## src/rtl/main_ctrl_pkg.sv

```systemverilog
// Shared definitions for the multi-cycle main controller: state encodings,
// ALU-control classes, datapath select codes, opcodes and the control bundle.
package main_ctrl_pkg;

   typedef enum logic [3:0] {
      FETCH   = 4'd0,
      DECODE  = 4'd1,
      EXE_R   = 4'd2,
      EXE_I   = 4'd3,
      MEM_ADR = 4'd4,
      MEM_RD  = 4'd5,
      MEM_WB  = 4'd6,
      MEM_WR  = 4'd7,
      ALU_WB  = 4'd8,
      BRANCH  = 4'd9,
      JUMP    = 4'd10
   } state_t;

   localparam logic [1:0] ALUCTRL_ADD   = 2'b00;
   localparam logic [1:0] ALUCTRL_ADDU  = 2'b01;
   localparam logic [1:0] ALUCTRL_RTYPE = 2'b10;
   localparam logic [1:0] ALUCTRL_ITYPE = 2'b11;

   localparam logic [1:0] ALUSRCB_REG     = 2'b00;
   localparam logic [1:0] ALUSRCB_FOUR    = 2'b01;
   localparam logic [1:0] ALUSRCB_IMM     = 2'b10;
   localparam logic [1:0] ALUSRCB_IMM_SH2 = 2'b11;

   localparam logic [1:0] PCSRC_ALU    = 2'b00;
   localparam logic [1:0] PCSRC_ALUOUT = 2'b01;
   localparam logic [1:0] PCSRC_JUMP   = 2'b10;

   localparam logic [5:0] OP_RTYPE    = 6'b000000;
   localparam logic [2:0] OP_ITYPE_HI = 3'b001;   // 001xxx: all eight immediate ALU ops
   localparam logic [5:0] OP_LW       = 6'b100011;
   localparam logic [5:0] OP_SW       = 6'b101011;
   localparam logic [5:0] OP_BEQ      = 6'b000100;
   localparam logic [5:0] OP_BNE      = 6'b000101;
   localparam logic [5:0] OP_J        = 6'b000010;

   typedef enum logic [2:0] {
      CLS_RTYPE   = 3'd0,
      CLS_ITYPE   = 3'd1,
      CLS_LOAD    = 3'd2,
      CLS_STORE   = 3'd3,
      CLS_BRANCH  = 3'd4,
      CLS_JUMP    = 3'd5,
      CLS_ILLEGAL = 3'd6
   } op_class_t;

   typedef struct packed {
      logic       pcwr;
      logic       pcwrcond;
      logic       irwr;
      logic       memrd;
      logic       memwr;
      logic       regwr;
      logic       regdst;
      logic       memtoreg;
      logic       alusrca;
      logic [1:0] alusrcb;
      logic [1:0] pcsrc;
      logic [1:0] aluctrlop;
      logic       illegal_op;
   } ctrl_t;

endpackage

```

## src/rtl/main_ctrl_fsm_op_class_decode.sv

```systemverilog
// Combinational opcode classifier feeding the DECODE dispatch.
module op_class_decode
   import main_ctrl_pkg::*;
(
   input  logic [5:0] op,
   output op_class_t  op_class
);

   always_comb begin
      op_class = CLS_ILLEGAL;
      if (op[5:3] == OP_ITYPE_HI) begin
         op_class = CLS_ITYPE;
      end else begin
         case (op)
            OP_RTYPE:       op_class = CLS_RTYPE;
            OP_LW:          op_class = CLS_LOAD;
            OP_SW:          op_class = CLS_STORE;
            OP_BEQ, OP_BNE: op_class = CLS_BRANCH;
            OP_J:           op_class = CLS_JUMP;
            default:        op_class = CLS_ILLEGAL;
         endcase
      end
   end

endmodule

```

## src/rtl/main_ctrl_fsm.sv

```systemverilog
// Multi-cycle processor main control FSM with retired-instruction counter.
// Control outputs are combinational from state and are held at 0 while rst_n is low.
module main_ctrl_fsm
   import main_ctrl_pkg::*;
(
   input  logic        clk,
   input  logic        rst_n,
   input  logic [5:0]  OP,
   input  logic        mem_ready,
   input  logic        rs_eq_rt,
   output logic        PCWr,
   output logic        PCWrCond,
   output logic        IRWr,
   output logic        MemRd,
   output logic        MemWr,
   output logic        RegWr,
   output logic        RegDst,
   output logic        MemtoReg,
   output logic        ALUSrcA,
   output logic [1:0]  ALUSrcB,
   output logic [1:0]  PCSrc,
   output logic [1:0]  ALUCtrlOp,
   output logic        illegal_op,
   output logic [31:0] instr_retired
);

   state_t      state_reg, state_next;
   logic [31:0] retired_reg, retired_next;
   logic        regdst_reg, regdst_next;
   logic        retire;
   op_class_t   op_class;
   ctrl_t       ctrl, ctrl_out;

   op_class_decode u_op_class_decode (
      .op       (OP),
      .op_class (op_class)
   );

   always_ff @(posedge clk) begin
      if (!rst_n) begin
         state_reg   <= FETCH;
         retired_reg <= '0;
         regdst_reg  <= 1'b0;
      end else begin
         state_reg   <= state_next;
         retired_reg <= retired_next;
         regdst_reg  <= regdst_next;
      end
   end

   always_comb begin
      ctrl        = '0;
      state_next  = state_reg;
      regdst_next = regdst_reg;
      retire      = 1'b0;
      case (state_reg)
         FETCH: begin
            ctrl.memrd     = 1'b1;
            ctrl.alusrcb   = ALUSRCB_FOUR;
            ctrl.aluctrlop = ALUCTRL_ADDU;
            ctrl.pcsrc     = PCSRC_ALU;
            if (mem_ready) begin
               ctrl.irwr  = 1'b1;
               ctrl.pcwr  = 1'b1;
               state_next = DECODE;
            end
         end
         DECODE: begin
            // ALU precomputes the branch target while the opcode is classified
            ctrl.alusrcb   = ALUSRCB_IMM_SH2;
            ctrl.aluctrlop = ALUCTRL_ADD;
            case (op_class)
               CLS_RTYPE:  state_next = EXE_R;
               CLS_ITYPE:  state_next = EXE_I;
               CLS_LOAD,
               CLS_STORE:  state_next = MEM_ADR;
               CLS_BRANCH: state_next = BRANCH;
               CLS_JUMP:   state_next = JUMP;
               default: begin
                  ctrl.illegal_op = 1'b1;
                  state_next      = FETCH;
               end
            endcase
         end
         EXE_R: begin
            ctrl.alusrca   = 1'b1;
            ctrl.alusrcb   = ALUSRCB_REG;
            ctrl.aluctrlop = ALUCTRL_RTYPE;
            regdst_next    = 1'b1;
            state_next     = ALU_WB;
         end
         EXE_I: begin
            ctrl.alusrca   = 1'b1;
            ctrl.alusrcb   = ALUSRCB_IMM;
            ctrl.aluctrlop = ALUCTRL_ITYPE;
            regdst_next    = 1'b0;
            state_next     = ALU_WB;
         end
         ALU_WB: begin
            ctrl.regwr  = 1'b1;
            ctrl.regdst = regdst_reg;
            retire      = 1'b1;
            state_next  = FETCH;
         end
         MEM_ADR: begin
            ctrl.alusrca   = 1'b1;
            ctrl.alusrcb   = ALUSRCB_IMM;
            ctrl.aluctrlop = ALUCTRL_ADD;
            state_next     = (op_class == CLS_STORE) ? MEM_WR : MEM_RD;
         end
         MEM_RD: begin
            ctrl.memrd = 1'b1;
            if (mem_ready) begin
               state_next = MEM_WB;
            end
         end
         MEM_WB: begin
            ctrl.regwr    = 1'b1;
            ctrl.memtoreg = 1'b1;
            retire        = 1'b1;
            state_next    = FETCH;
         end
         MEM_WR: begin
            ctrl.memwr = 1'b1;
            if (mem_ready) begin
               retire     = 1'b1;
               state_next = FETCH;
            end
         end
         BRANCH: begin
            ctrl.pcwrcond = 1'b1;
            ctrl.pcsrc    = PCSRC_ALUOUT;
            ctrl.pcwr     = ((OP == OP_BEQ) && rs_eq_rt) || ((OP == OP_BNE) && !rs_eq_rt);
            retire        = 1'b1;
            state_next    = FETCH;
         end
         JUMP: begin
            ctrl.pcwr  = 1'b1;
            ctrl.pcsrc = PCSRC_JUMP;
            retire     = 1'b1;
            state_next = FETCH;
         end
         default: state_next = FETCH;
      endcase
      retired_next = retire ? (retired_reg + 32'd1) : retired_reg;
   end

   assign ctrl_out      = rst_n ? ctrl : '0;
   assign instr_retired = rst_n ? retired_reg : '0;

   assign PCWr       = ctrl_out.pcwr;
   assign PCWrCond   = ctrl_out.pcwrcond;
   assign IRWr       = ctrl_out.irwr;
   assign MemRd      = ctrl_out.memrd;
   assign MemWr      = ctrl_out.memwr;
   assign RegWr      = ctrl_out.regwr;
   assign RegDst     = ctrl_out.regdst;
   assign MemtoReg   = ctrl_out.memtoreg;
   assign ALUSrcA    = ctrl_out.alusrca;
   assign ALUSrcB    = ctrl_out.alusrcb;
   assign PCSrc      = ctrl_out.pcsrc;
   assign ALUCtrlOp  = ctrl_out.aluctrlop;
   assign illegal_op = ctrl_out.illegal_op;

endmodule

```

## config.mk

```make
export PLATFORM = sky130hd
export DESIGN_NAME = main_ctrl_fsm
export DESIGN_NICKNAME = d
export VERILOG_FILES = /design/src/rtl/main_ctrl_pkg.sv /design/src/rtl/main_ctrl_fsm_op_class_decode.sv /design/src/rtl/main_ctrl_fsm.sv
export SDC_FILE = /design/constraint.sdc
export NUM_CORES = 1
export LEC_CHECK = 0
export CAP_MARGIN = 40
export CORE_ASPECT_RATIO = 1.2
export CORE_MARGIN = 2
export CORE_UTILIZATION = 35
export CTS_BUF_LIST = sky130_fd_sc_hd__clkbuf_8
export CTS_CLUSTER_SIZE = 14
export DETAILED_ROUTE_END_ITERATION = 6
export SYNTH_ARGS = -nofsm -noshare
export SYNTH_HDL_FRONTEND = slang
export SYNTH_SLANG_ARGS = --single-unit
export TNS_END_PERCENT = 20
```

## constraint.sdc

```tcl
create_clock -name clk -period 4.28 [get_ports clk]
set_clock_uncertainty 0.2 [all_clocks]
set_input_delay 1.07 -clock clk [delete_from_list [all_inputs] [get_ports clk]]
set_output_delay 1.07 -clock clk [all_outputs]
set_load 0.05 [all_outputs]
```

==> results of run 1 <==
[power breakdown]
group	internal (W)	switching, W
Clock	0.000146	0.000124
Combinational	0.0000397	0.0000530
Sequential	0.000345	0.00000464
[through the flow]
| stage | setup WS (ns) | utilization, % | power, W |
|---|---|---|---|
| after floorplan | 0.0168 | - | 0.000406 |
| after global placement | 0.308 | 53.2 | 0.000450 |
| after detailed placement | 0.280 | 53.2 | 0.000450 |
| after CTS | 0.227 | 54.8 | 0.000717 |
| after global routing | 0.177 | 54.8 | 0.000744 |
| final | 0.231 | 54.8 | 0.000712 |
[layout make-up]
type	instances	area share [%]
Inverter	4	0.425
Clock inverter	1	0.142
Multi-Input combinational cell	237	42.3
Clock buffer	7	2.73
Timing Repair Buffer	60	30.4
Sequential cell	37	21.0
Tap cell	85	3.01
[synth_stat cells (2+ instances only)]
| master | instances | area [um2] |
|---|---|---|
| nand3b_1 | 2 | 15.0 |
| o2111ai_1 | 3 | 26.3 |
| dfxtp_1 | 37 | 741 |
| nand3_1 | 11 | 55.1 |
| and4_1 | 4 | 35.0 |
| buf_2 | 2 | 10.0 |
| nand4_1 | 3 | 18.8 |
| and3_1 | 6 | 37.5 |
| nor4_1 | 13 | 81.3 |
| buf_6 | 2 | 22.5 |
| nand2_1 | 16 | 60.1 |
| inv_1 | 2 | 7.51 |
| or2_2 | 2 | 12.5 |
| and2_1 | 36 | 225 |
| mux2_2 | 2 | 22.5 |
| xor2_1 | 3 | 26.3 |
| nor2_1 | 46 | 173 |
| clkbuf_1 | 10 | 37.5 |
| nor2b_1 | 3 | 18.8 |
| nand2b_1 | 7 | 43.8 |
| xnor2_1 | 25 | 219 |
| o211a_1 | 2 | 20.0 |
| nor3_1 | 12 | 60.1 |
| nor4b_1 | 4 | 35.0 |
| o21ai_0 | 3 | 15.0 |
| a21oi_1 | 13 | 65.1 |
| a31oi_1 | 2 | 12.5 |
| nor3b_1 | 2 | 15.0 |
| buf_4 | 2 | 15.0 |
[critical path: stages]
cell	delay [ns]
clkdlybuf4s50_1	0.60
nor4_1	0.09
a31oi_1	0.16
or2_2	0.14
a21oi_1	0.05
nor4_1	0.45
buf_12	0.20
[metal layers]
metal | GRT usage [%] | routed length, um | vias up
met2 | 28.1 | 2790 | 70
met1 | 20.6 | 2540 | 990
met5 | 0 | 0 | -
met3 | 4.54 | 383 | 7
met4 | 4.39 | 63 | 0
li1 | - | - | 1127
[worst min-delay path by stage]
stage | to | slack, ns | cells past startpoint
5_1_grt | regdst_reg | 0.36 | 2
4_1_cts | regdst_reg | 0.34 | 2
6_report | regdst_reg | 0.34 | 2
3_5_place_dp | retired_reg[20] | 0.33 | 2
2_1_floorplan | retired_reg[17] | 0.29 | 2
3_3_place_gp | retired_reg[17] | 0.31 | 2
[kinds of logic after synthesis]
family	synth area share, %
mux	2.03
flops	31.7
compound gates	9.84
buf+inv	4.65
xor+xnor	10.5
fa+ha+maj	0.535
simple gates	40.8
[cell usage in the layout (no fill, tap or decap), types with 2 or more instances in the layout]
cell / instances
a31oi_1: 2
nor3_1: 11
nand3b_1: 2
o21ai_0: 3
o2111ai_1: 3
and2_1: 36
nor4b_1: 4
and4_1: 4
nand2b_1: 7
xor2_1: 3
clkdlybuf4s50_1: 9
nor2_1: 46
nor2b_1: 3
o211a_1: 2
nor4_1: 13
xnor2_1: 25
inv_1: 2
clkbuf_8: 7
nand3_1: 11
nor3b_1: 2
a21oi_1: 13
nand2_1: 16
buf_4: 3
or2_2: 2
dfxtp_1: 37
and3_1: 6
nand4_1: 3
buf_12: 48
mux2_2: 2
==> impl_results.md, run 1 <==
- Peak supply drop: 0.158 mV
- Clock Pin Slew Worst Setup and Hold Paths: 0.07 ns
- Slew Viols, Final: 0
- Reg2reg start: state_reg[1]
- Placer Congestion: 0.845
- Crit share post-route: 94.6%
- CTS hold repair buffers: 0
- Arrival time worst endpoint: 2.78 ns
- Max-Cap Viols: 0
- #FFs+latches synth: 37
- Syn Area/Cell: ~8 um2
- Async SR Flop Fraction: 0%
- Critical Path Start: OP[5]
- Synth Flop Type: dfxtp_1
- Filler cell count: ~590
- Relative slew slack: 61.7%
- Critical path class: input pin to primary output
- Via-per-instance ratio: 5.09
- Minimum clock period: approximately 4.0 ns
- Die Span Y: 93.6 um
- Dpl hpwl: between 4 and 5 mm
- R2R Setup Slk: 1.70 ns
- Antenna Diode Count: 0
- Die area: 0.00736 mm2
- # clock sinks: 37
- Hold Crit Class: register to register
- CP endpoint kind: primary output
- RSZ-0062 raised after global routing: no
- Static leakage power: about 1.3 nW
- Longest Clk Path Bufs: 2
- Fmax: 247 MHz
- DRT antenna net count: 0
- Starting density of the core: 36.3%
- Post-Synthesis Cells: roughly 300
- Initial antenna violation count: 0
- Core area: 0.00645 mm2
- R2R depth: 5
- Reg2reg end: retired_reg[31]
- Seq/Total Area, Yosys: 31.7%
- Vias post-DR: approximately 2.2k
- CP Launch Type: input pin
- EDFF count, synth: 0
- Placed cell count: 423
- Root Buffer: clkbuf_8
- CTS H-tree lvls: 2
- Post-CTS Setup Repair Bufs: 0
- # IOs: between 50 and 60
- Synth-to-Final Area Change: 51.0%
- Final Hold Vio Count: 0
- Number of flip-flops under the largest register name: 32
- Multi-input logic area: ~0.0015 mm2
- Final Non-Filler Cells: 431
- Post-Syn Area: 0.00234 mm2
- First-pass GRT wire length: between 9 and 10 mm
- Number of global-route vias before repair: 2,122
- DR WL/cell: 13.4 um
- Max Fanout on Critical Path: 8
- DRT iter0 DRCs: 148
- Actual slew at the worst max-slew pin: 0.573 ns
- Clock Latency Late Sink: 0.28 ns
- Die Width: 78.6 um
- Port Buf Inserts: 57
- Crit path capture: illegal_op
- Placed cell areas: around 0.0034 mm2
- Pre-Repair DR Iteration Count: 4
- Row Count: 32
- Layout cells sized above 1: 21.1%
- Design Area, Final: 0.00353 mm2
- Worst hold path startpoint: regdst_reg
- Nets@finish: 356
- Min Hold Slack: about 0.34 ns
- Drt total wl: about 5.8 mm
- Largest net degree at the start of global routing: 32
- GR Overflow Total: 0
- TritonCTS Buffers: 5
- Post-synth cell types: 50
- PostCTS Resize Cnt: 0
- Outcome: complete, no violations
- Setup_tns: 0 ns
- WP data required: 3.01 ns
- Area occupied by registers: roughly 740 um2
- Cell area power density: 202 mW/mm2
- Drt drc: 0
- CTS tree: built
- Ys Warns: 0
- All-Layer GR Usage: 16.5%
- Final setup viols: 0
- Syn_nets: between 300 and 400
(Power assumes the default switching activity.)
==> run 2: changes to the inputs <==
MAX_ROUTING_LAYER = met4   (was default)
==> impl_results.md, run 2 (same netlist as run 1, synthesis figures left out) <==
- Outcome: complete, no violations
- Min Hold Slack: 0.329 ns
- Commonest non-fill, non-tap cell in the layout: buf_12
- Max-Cap Viols: 0
- Relative slew slack: 58.2%
- Die area: around 0.0074 mm2
- Final worst setup slack: 0.259 ns
- Hold Crit Class: register to register
- Minimum clock period: a little over 4 ns
- P_sw: 0.000180 W
- TritonCTS Buffers: 5
- RSZ-0062 raised after global routing: no
- Fmax: 249 MHz
- Critical-path cell list: clkdlybuf4s50_1 > nor4_1 > a31oi_1 > or2_2 > a21oi_1 > nor4_1 > buf_12
- Peak supply drop: 0.142 mV
- All-Layer GR Usage: about 17%
- Row Count: 32
- Critical Path Max Stage Delay: 0.60 ns
- Slew Viols, Final: 0
- CTS tree: built
- DRT iter0 DRCs: approximately 180
- Cell-internal power: around 0.00057 W
- Starting density of the core: 36.3%
- R2R Setup Slk: 1.69 ns
- Drt drc: 0
- DP Worst Slack: 0.298 ns
- Area occupied by registers: 741 um2
- CP Launch Type: input pin
- Commonest non-fill, non-tap cells in the layout: buf_12 (48), nor2_1 (46), dfxtp_1 (37)
- Reg2reg start: state_reg[1]
- CTS H-tree lvls: 2
- CP max-delay cell: clkdlybuf4s50_1
- Root Buffer: clkbuf_8
- Arrival time worst endpoint: 2.75 ns
- CP endpoint kind: primary output
- CP dominant cell by count: nor4_1
- Nets@finish: about 360
- Filler cell count: 596
- Crit share post-route: 93.9%
- Die Width: 78.6 um
- Cell area power density: 213 mW/mm2
- GR Overflow Total: 0
- Critical Path Start: OP[5]
- Synth-to-Final Area Change: 51.3%
- Drt total wl: between 5 and 6 mm
- Placed cell count: 422
- Worst hold path startpoint: regdst_reg
- Clock Pin Slew Worst Setup and Hold Paths: 0.07 ns
- DRT antenna net count: 0
- PostCTS Resize Cnt: 0
- DR WL/cell: 13.5 um
- Port Buf Inserts: 57
- First-pass GRT wire length: 10.0 mm
- Clock share of power: 41.3%
- Clock Latency Late Sink: 0.29 ns
- Via-per-instance ratio: 5.20
- # IOs: 58
- Final setup viols: 0
- Setup_tns: 0 ns
- Pre-Repair DR Iteration Count: 6
- Longest Clk Path Bufs: 2
- Die Span Y: 93.6 um
- Gate power share: around an eighth
- # clock sinks: 37
- Max Fanout on Critical Path: 8
- CTS hold repair buffers: 0
- Number of global-route vias before repair: between 2k and 2.5k
- Core area: 0.00645 mm2
- Design Power: 0.000752 W
- Final Non-Filler Cells: 430
- Layout cells sized above 1: 20.6%
- Dpl hpwl: 4.26 mm
- Static leakage power: around 1.3 nW
- Initial antenna violation count: 0
- Number of flip-flops under the largest register name: 32
- Multi-input logic area: 0.00150 mm2
- Antenna Diode Count: 0
- Largest net degree at the start of global routing: 36
- Actual slew at the worst max-slew pin: 0.625 ns
- Sequential fraction of design power: 46.5%
- Post-CTS Setup Repair Bufs: 0
- Vias post-DR: 2,237
- Sw Share: between 20% and 30%
- Final Hold Vio Count: 0
- WP data required: 3.01 ns
- Critical path class: input pin to primary output
- Placer Congestion: 0.899
-- run 2: power groups by stage --
stage | sequential (W) | clock [W] | combinational [W]
6_report | 0.000350 | 0.000311 | 0.0000915
5_1_grt | 0.000350 | 0.000336 | 0.0000984
4_1_cts | 0.000350 | 0.000318 | 0.0000926
3_5_place_dp | 0.000358 | 0 | 0.0000921
3_3_place_gp | 0.000358 | 0 | 0.0000916
2_1_floorplan | 0.000354 | 0 | 0.0000521
-- run 2: critical path: cells and delay by family --
kind	cells	cell delay, ns
buffers and inverters	2	0.80
AOI/OAI and AO/OA	2	0.20
and+or+nand+nor	3	0.67
-- run 2: worst paths after layout --
| check | to | cells past startpoint |
|---|---|---|
| worst min register to register | regdst_reg | 2 |
| worst max register to register | retired_reg[31] | 5 |
| worst max-delay path | illegal_op | 7 |
| worst min-delay path | regdst_reg | 2 |
-- run 2: layer usage --
metal | GRT usage (%) | share of wire (%) | vias up | wire [um]
met2 | 27.5 | 49 | 65 | 2860
met3 | 4.83 | 6.0 | 6 | 349
li1 | - | - | 1122 | -
met1 | 20.5 | 44 | 1044 | 2530
met5 | - | 0 | - | 0
met4 | 6.43 | 1.1 | 0 | 62
-- run 2: layout make-up --
type                            count  share of cell area [%]
Clock buffer                        6                    2.33
Clock inverter                      2                   0.954
Inverter                            4                   0.424
Multi-Input combinational cell    237                    42.2
Sequential cell                    37                    20.9
Tap cell                           85                    3.00
Timing Repair Buffer               59                    30.1
-- run 2: per-stage QoR --
stage	utilization (%)	instance area, um2
6_report	54.9	3540
5_1_grt	54.9	3540
4_1_cts	54.9	3540
3_5_place_dp	53.1	3420
3_3_place_gp	53.1	3420
2_1_floorplan	-	2340
